[config.mk]
export PLATFORM = sky130hd
export DESIGN_NAME = dma_req_encoder
export DESIGN_NICKNAME = d
export VERILOG_FILES = /design/src/rtl/dma_arb_pkg.sv /design/src/rtl/dma_prio_enc4.sv /design/src/rtl/dma_req_encoder.sv
export SDC_FILE = /design/constraint.sdc
export NUM_CORES = 1
export LEC_CHECK = 0
export ABC_AREA = 1
export BUFFER_PORTS_ARGS = -buffer_cell sky130_fd_sc_hd__buf_2
export CAP_MARGIN = 20
export CORE_MARGIN = 2
export CORE_UTILIZATION = 44
export DETAILED_ROUTE_END_ITERATION = 10
export GPL_TIMING_DRIVEN = 1
export PLACE_DENSITY = 0.78
export REMOVE_ABC_BUFFERS = 1
export SLEW_MARGIN = 20
export SYNTH_ARGS = -nofsm -noshare
export SYNTH_HDL_FRONTEND = slang
export SYNTH_HIERARCHICAL = 1
export SYNTH_SLANG_ARGS = --single-unit
export TNS_END_PERCENT = 1
[constraint.sdc]
create_clock -name clk_i -period 1.55 [get_ports clk_i]
set_input_delay 0.0775 -clock clk_i [delete_from_list [all_inputs] [get_ports clk_i]]
set_output_delay 0.0775 -clock clk_i [all_outputs]
set_load 0.005 [all_outputs]
[src/rtl/dma_arb_pkg.sv]
// Shared constants and FSM state encoding for the DMA request encoder/arbiter.
// Contents: NUM_CH / CH_W channel constants and the state_t enum.
// Imported by dma_prio_enc4 and dma_req_encoder.
package dma_arb_pkg;

  localparam int NUM_CH = 4;
  localparam int CH_W   = 2;

  typedef enum logic [1:0] {
    IDLE  = 2'b00,
    OFFER = 2'b01,
    BUSY  = 2'b10
  } state_t;

endpackage

[src/rtl/dma_prio_enc4.sv]
// Combinational 4-way wrapping priority encoder.
// Ports: vec_i (request vector), start_i (first index to search),
//        idx_o (first set bit at or after start_i, wrapping), hit_o (any bit set).
module dma_prio_enc4
  import dma_arb_pkg::*;
(
  input  logic [NUM_CH-1:0] vec_i,
  input  logic [CH_W-1:0]   start_i,
  output logic [CH_W-1:0]   idx_o,
  output logic              hit_o
);

  logic [CH_W-1:0] pos;

  // Scan from the farthest offset back to start_i so the nearest set bit
  // (smallest offset from start_i) is the last one written and wins.
  always_comb begin
    idx_o = '0;
    hit_o = 1'b0;
    pos   = '0;
    for (int i = NUM_CH - 1; i >= 0; i--) begin
      pos = start_i + CH_W'(i);
      if (vec_i[pos]) begin
        idx_o = pos;
        hit_o = 1'b1;
      end
    end
  end

endmodule

[src/rtl/dma_req_encoder.sv]
// 4-to-2 DMA request encoder/arbiter with valid/ready offer and grant hold.
// Ports: clk_i/rst_ni, en_i, req_i, mask_i in; ch_o/ch_vld_o offered to core,
//        ch_rdy_i accepts, done_i ends the transfer, busy_o flags transfer in flight.
module dma_req_encoder
  import dma_arb_pkg::*;
#(
  parameter bit RR_EN  = 1'b1,
  parameter int NUM_CH = 4,
  parameter int CH_W   = 2
) (
  input  logic              clk_i,
  input  logic              rst_ni,
  input  logic              en_i,
  input  logic [NUM_CH-1:0] req_i,
  input  logic [NUM_CH-1:0] mask_i,
  output logic [CH_W-1:0]   ch_o,
  output logic              ch_vld_o,
  input  logic              ch_rdy_i,
  input  logic              done_i,
  output logic              busy_o
);

  if (NUM_CH != 4 || CH_W != 2) begin : g_bad_cfg
    $error("dma_req_encoder supports only NUM_CH = 4 and CH_W = 2");
  end

  state_t            state_q, state_d;
  logic [CH_W-1:0]   ch_q, ch_d;
  logic              vld_q, vld_d;
  logic              busy_q, busy_d;
  logic [CH_W-1:0]   last_q, last_d;

  logic [NUM_CH-1:0] eff;
  logic [CH_W-1:0]   start;
  logic [CH_W-1:0]   win;
  logic              hit;

  assign eff = req_i & ~mask_i;

  // Round-robin searches from the channel after the last accepted grant;
  // fixed priority always starts at channel 0. last_q keeps updating either way.
  assign start = RR_EN ? (last_q + CH_W'(1)) : '0;

  dma_prio_enc4 u_prio (
    .vec_i   (eff),
    .start_i (start),
    .idx_o   (win),
    .hit_o   (hit)
  );

  always_ff @(posedge clk_i or negedge rst_ni) begin
    if (!rst_ni) begin
      state_q <= IDLE;
      ch_q    <= '0;
      vld_q   <= 1'b0;
      busy_q  <= 1'b0;
      last_q  <= '1;   // channel 0 gets first round-robin priority
    end else begin
      state_q <= state_d;
      ch_q    <= ch_d;
      vld_q   <= vld_d;
      busy_q  <= busy_d;
      last_q  <= last_d;
    end
  end

  // ch_o is never cleared on return to IDLE; it simply holds the last grant.
  // done_i is only looked at in BUSY and ch_rdy_i only in OFFER.
  always_comb begin
    state_d = state_q;
    ch_d    = ch_q;
    vld_d   = vld_q;
    busy_d  = busy_q;
    last_d  = last_q;
    case (state_q)
      IDLE: begin
        if (en_i && hit) begin
          ch_d    = win;
          vld_d   = 1'b1;
          state_d = OFFER;
        end
      end
      OFFER: begin
        // The offer is latched: req/mask/en changes cannot withdraw it.
        if (ch_rdy_i) begin
          vld_d   = 1'b0;
          busy_d  = 1'b1;
          last_d  = ch_q;
          state_d = BUSY;
        end
      end
      BUSY: begin
        if (done_i) begin
          busy_d  = 1'b0;
          state_d = IDLE;
        end
      end
      default: begin
        vld_d   = 1'b0;
        busy_d  = 1'b0;
        state_d = IDLE;
      end
    endcase
  end

  assign ch_o     = ch_q;
  assign ch_vld_o = vld_q;
  assign busy_o   = busy_q;

endmodule

==> flow_summary.ini, run 1 <==
[status]
status = complete, but fails checks
violations = setup timing

[synth]
syn_avg_cell_area_sq_um = 6.47
synth_area_sq_um = 596
ys_ff_latch = 8
yosys_warnings = 6
synthCells = 92
yosys.area.top_type = dfrtp_1
synth.top_cells.by_area = dfrtp_1 25%, nand2_1 17%, dfstp_2 8.8%, inv_1 8.8%, nand3_1 8.4%
yosys.cell_types.count = 18
synth.top_cell.area_share = 0.252
ys_seq_area_frac = 0.340

[setup_path]
ff2ff_path_depth = 13
critPathCaptureType = register
worst_r2r_endpoint = ch_o[0]
crit_fanout = 3
critPathMaxStageDelay_ns = 0.56
critical_path.cell_chain = xor2_1, buf_4, inv_4, nand2_4, nand2_4, inv_2, nand2_2, nand3_2, nand2_2, nand2_1, nand2_1, inv_1, o21ai_2
cpMaxStageDelayCell = dfstp_2
cp_data_required_time_ns = 1.70
rrSetupSlack_ns = -0.09
r2r_start = last_q[0]
critPathTopFamily = flip-flops
worstPathArrival_ns = 1.79
crit_type = reg2reg
crit_path_start_kind = register
crit_buf_inv = 4

[drt]
wl_met3_um = 48
top_layer = met4
wl_met1_um = 746
wl_um = 1620
vias_per_cell = 4.75
ant_nets = 0
wl_met2_um = 807
first_pass_iters = 4
drcViolationCount = 0
drtIter0Drc = 17
wl_per_cell_um = 11.8
vias = 651

[hold_path]
whs_path_depth = 3
min_to = state_q[0]
min-delay-start = en_i
min_path_type = in2reg

[timing]
setup_ws_ns = -0.0912
fmax_ghz = 0.609
slew-limit-headroom = 0.833
final.min_clock_period_ns = 1.64
tns_ns = -0.244
slew_viol_final = 0
finalSetupViolations = 4
rsz0062_at_grt = yes
hold_viol = 0
fin_crit_sh = 1.06
final.hold.worst_slack_ns = 0.154
skew_ns = 0.000254
worst_slew_pin_slew_ns = 0.249

[layout]
antenna_cells = 0
drive_gt1_frac = 0.484
area.sequential_sq_um = 203
nets = 136
multi_input_area_sq_um = 354
nFillCells = 113
syn_to_final_growth_pct = 46.4
final_cells = 137

[die]
start_util = 0.463
die_w_um = 40.8
chipHeight_um = 40.8
die_area_sq_um = 1660
rows = 13
core_sq_um = 1280
pin_count = 17

[clocking]
clk_pin_slew_worst_paths_ns = 0.06
cts_root_buf = clkbuf_4
cts_buffer_depth = 2
cts_buffers = 3
clk_latency_ns = 0.25
clkSinkCount = 8
cts_max_level = 1
cts_tree = yes

[placed_design]
port_buffers = 16
pre_cts_ws_ns = -0.0410
placed_cells = 126
dp_hpwl_um = 1060
globalplace.congestion = 0.801

[grt]
grt_max_degree = 9
first_global_vias = 605
grt_pass1_wl_um = 2470
grt_use_total = 0.228
overflow = 0
antenna_found_initial = 0

[run]
max_cap_viol_count = 0

[power]
power_density_nw_per_um2 = 2270
vdd_ir_drop_max_uv = 1280
p_leak_nw = 0.487
cell families after synthesis:
group                     Yosys count  synth area share
buffers and inverters              21             0.149
DFF                                 8             0.340
AOI/OAI and AO/OA                   8            0.0735
and+or+nand+nor                    54             0.422
xor gates and xnor gates            1            0.0147
flip-flops by register name (all words and copies together), names as in the netlist:
register,flops
busy_o,1
ch_o,2
ch_vld_o,1
last_q,2
state_q,2
repair_timing:
| item | 4_1_cts | 5_1_grt |
|---|---|---|
| endpoints found under the hold margin | 9 | 0 |
| setup endpoints to repair | 3 | 4 |
| gates resized for setup | 14 | 7 |
| setup buffers | 4 | 1 |
| pin swaps | 13 | 7 |
| hold buffers | 2 | 0 |
worst register-to-register path, cell delays in order (launching register included):
cell	delay, ns
dfstp_2	0.56
xor2_1	0.16
buf_4	0.16
inv_4	0.05
nand2_4	0.07
nand2_4	0.06
inv_2	0.07
nand2_2	0.06
nand3_2	0.09
nand2_2	0.05
nand2_1	0.05
nand2_1	0.04
inv_1	0.06
o21ai_2	0.05
layout by cell type, fill, tap and decap left out, types with 2 or more instances in the layout:
cell           synthesis  final
o21ai_1                6      4
nand2_2                5     10
o21ai_2                1      2
inv_1                 14     12
dfrtp_1                6      6
nor2_1                 7      6
dlygate4sd3_1          0      2
nand2_4                0      2
nand2_1               27     20
nand3_1               10      9
nor2_2                 1      2
inv_2                  5      5
clkbuf_4               0      3
buf_2                  0     16
nand3_2                2      3
dfstp_2                2      2
buf_4                  0      7
layer usage:
metal,up-vias,GRT usage
met5,-,0
met4,0,0.100
met3,2,0.0652
met2,14,0.352
met1,292,0.291
li1,343,-
layout make-up:
class                           count  area share
Inverter                           20      0.0990
Tap cell                           15      0.0215
Clock buffer                        4      0.0301
Sequential cell                     8       0.232
Multi-Input combinational cell     63       0.406
Timing Repair Buffer               27       0.211
power breakdown:
part	internal, W	leakage [nW]	total, W	switching (W)
Combinational	0.000623	0.374	0.00140	0.000779
Sequential	0.000320	0.0973	0.000401	0.0000808
Clock	0.0000988	0.0150	0.000174	0.0000751
Total	0.00104	0.487	0.00198	0.000935
synthesized netlist by cell type:
cell	n
nand2_1	27
inv_1	14
nand3_1	10
nor2_1	7
dfrtp_1	6
o21ai_1	6
inv_2	5
nand2_2	5
dfstp_2	2
nand3_2	2
a21oi_1	1
and2_4	1
buf_6	1
inv_4	1
nand3b_1	1
nor2_2	1
o21ai_2	1
xor2_1	1
metrics by stage:
| step | total power, W | util | cell area [sq um] |
|---|---|---|---|
| 2_1_floorplan | 0.00107 | - | 584 |
| 3_3_place_gp | 0.00134 | 0.555 | 713 |
| 3_5_place_dp | 0.00138 | 0.555 | 713 |
| 4_1_cts | 0.00179 | 0.654 | 841 |
| 5_1_grt | 0.00214 | 0.679 | 872 |
| 6_report | 0.00198 | 0.679 | 872 |
worst max path at each step:
stage / startpoint / end / slack [ns] / cells past startpoint
after floorplan: last_q[1] / ch_o[0] / 0.03 / 12
after CTS: last_q[0] / ch_o[0] / -0.03 / 13
after detailed placement: last_q[1] / ch_o[0] / -0.04 / 13
after global routing: last_q[0] / ch_o[0] / -0.16 / 13
final: last_q[0] / ch_o[0] / -0.09 / 13
after global placement: last_q[1] / ch_o[0] / 0.008 / 13
Note: power is estimated with default switching activity, not from simulation.
==> run 2, diff against run 1 <==
clock period = 1.4 ns   (was 1.55 ns; I/O delays follow)
==> run 2 against run 1 <==
  * The run still ends with setup timing left
  * Routed wire length decreased by 10%
  * Non-clock buffer count is the same
  * Core utilization increased by 0.29 points
  * Combinational power increased by 7%
  * Clock skew is 0.0021 ns higher
  * Hold slack got worse by 0.021 ns
  * Die area unchanged
  * Setup slack lost 0.12 ns
  * Sequential cell count did not move
  * Fmax up 1.7%
  * Clock-buffer cell count down 1
  * Critical endpoint is now ch_o[1]
  * Largest power group unchanged
  * Highest routed layer unchanged
==> flow_summary.ini, run 2 (synthesized netlist as in run 1, its figures left out) <==
[die]
chipHeight_um = 40.8
pin_count = 17
die_w_um = 40.8
die_area_sq_um = 1660
rows = 13
start_util = 0.463
core_sq_um = 1280

[run]
max_cap_viol_count = 0

[placed_design]
globalplace.congestion = 0.807
dp_hpwl_um = 957
placed_cells = 126
pre_cts_ws_ns = -0.164
port_buffers = 16

[status]
violations = setup timing
status = complete, but fails checks

[setup_path]
worstPathArrival_ns = 1.76
crit_fanout = 3
crit_type = reg2reg
cp_data_required_time_ns = 1.54
critPathCaptureType = register
crit_path_start_kind = register

[power]
p_leak_nw = 0.485
vdd_ir_drop_max_uv = 1150
power_density_nw_per_um2 = 2420

[clocking]
cts_tree = yes
cts_root_buf = clkbuf_4
cts_buffer_depth = 2
clkSinkCount = 8
cts_buffers = 3
clk_latency_ns = 0.26
cts_max_level = 1
clk_pin_slew_worst_paths_ns = 0.06

[grt]
antenna_found_initial = 0
grt_pass1_wl_um = 1960
overflow = 0
grt_max_degree = 10
first_global_vias = 515
grt_use_total = 0.181

[timing]
rsz0062_at_grt = yes
setup_ws_ns = -0.214
final.min_clock_period_ns = 1.61
fin_crit_sh = 1.15
fmax_ghz = 0.620
skew_ns = 0.00233
slew_viol_final = 0
hold_viol = 0
worst_slew_pin_slew_ns = 0.232
finalSetupViolations = 4
final.hold.worst_slack_ns = 0.132
slew-limit-headroom = 0.845

[hold_path]
min_path_type = in2reg

[drt]
wl_per_cell_um = 10.7
first_pass_iters = 4
drtIter0Drc = 16
vias_per_cell = 4.85
wl_um = 1450
ant_nets = 0
vias = 660
drcViolationCount = 0

[layout]
nets = 136
antenna_cells = 0
final_common_cell = nand2_1
layout_common_cells = 21 x nand2_1, 16 x buf_2, 12 x inv_1
drive_gt1_frac = 0.479
syn_to_final_growth_pct = 47.1
final_cells = 136
## run 2: cell type report
class	instances	area, sq um
tap	15	18.8
multi-input combinational	63	373
sequential	8	203
inverter	20	83.8
fill	112	409
timing repair buffer	27	175
clock buffer	3	22.5
## run 2: path summary, 6_finish.rpt
check                          start  cells after the start          to  slack [ns]
min                             en_i                      3  state_q[0]        0.13
max reg2reg                last_q[0]                     10     ch_o[1]       -0.21
max                        last_q[0]                     10     ch_o[1]       -0.21
min reg2reg                 ch_vld_o                      2    ch_vld_o        0.47
min in group asynchronous     rst_ni                      2  state_q[1]        0.18
max in group asynchronous     rst_ni                      2   last_q[1]        0.99
## run 2: power breakdown
group	switching [W]	leakage, nW	internal (W)
clock	0.0000818	0.0138	0.0000983
sequential	0.0000804	0.0973	0.000354
combinational	0.000839	0.374	0.000665
## run 2: metrics by stage
step | utilization | total power [W] | instance area [sq um] | TNS, ns
3_3_place_gp | 0.555 | 0.00148 | 713 | -0.531
6_report | 0.682 | 0.00212 | 876 | -0.740
3_5_place_dp | 0.555 | 0.00152 | 713 | -0.598
4_1_cts | 0.594 | 0.00175 | 763 | -0.682
2_1_floorplan | - | 0.00119 | 584 | -0.219
5_1_grt | 0.682 | 0.00229 | 876 | -1.08
## run 2: repair_timing
action                                  4_1_cts  5_1_grt
pin swaps                                     0       10
endpoints found under the hold margin         9        0
setup buffers                                 1        4
endpoints found under the setup margin        4        4
hold buffers                                  2        0
gates resized for setup                       0       24
## run 2: critical path, stage by stage (launching register included)
cell	delay (ns)
dfstp_2	0.56
clkinvlp_4	0.10
buf_4	0.16
nand2_2	0.08
and2_4	0.15
inv_2	0.04
buf_4	0.12
nand3_1	0.08
nand3_1	0.09
inv_1	0.07
o21ai_1	0.05
## run 2: routing by layer
layer | global-route usage | vias to the layer above | share of wire
li1 | - | 338 | -
met1 | 0.237 | 303 | 0.47
met2 | 0.270 | 17 | 0.48
met3 | 0.0707 | 2 | 0.045
met4 | 0.0583 | 0 | 0.0041
met5 | 0 | - | 0
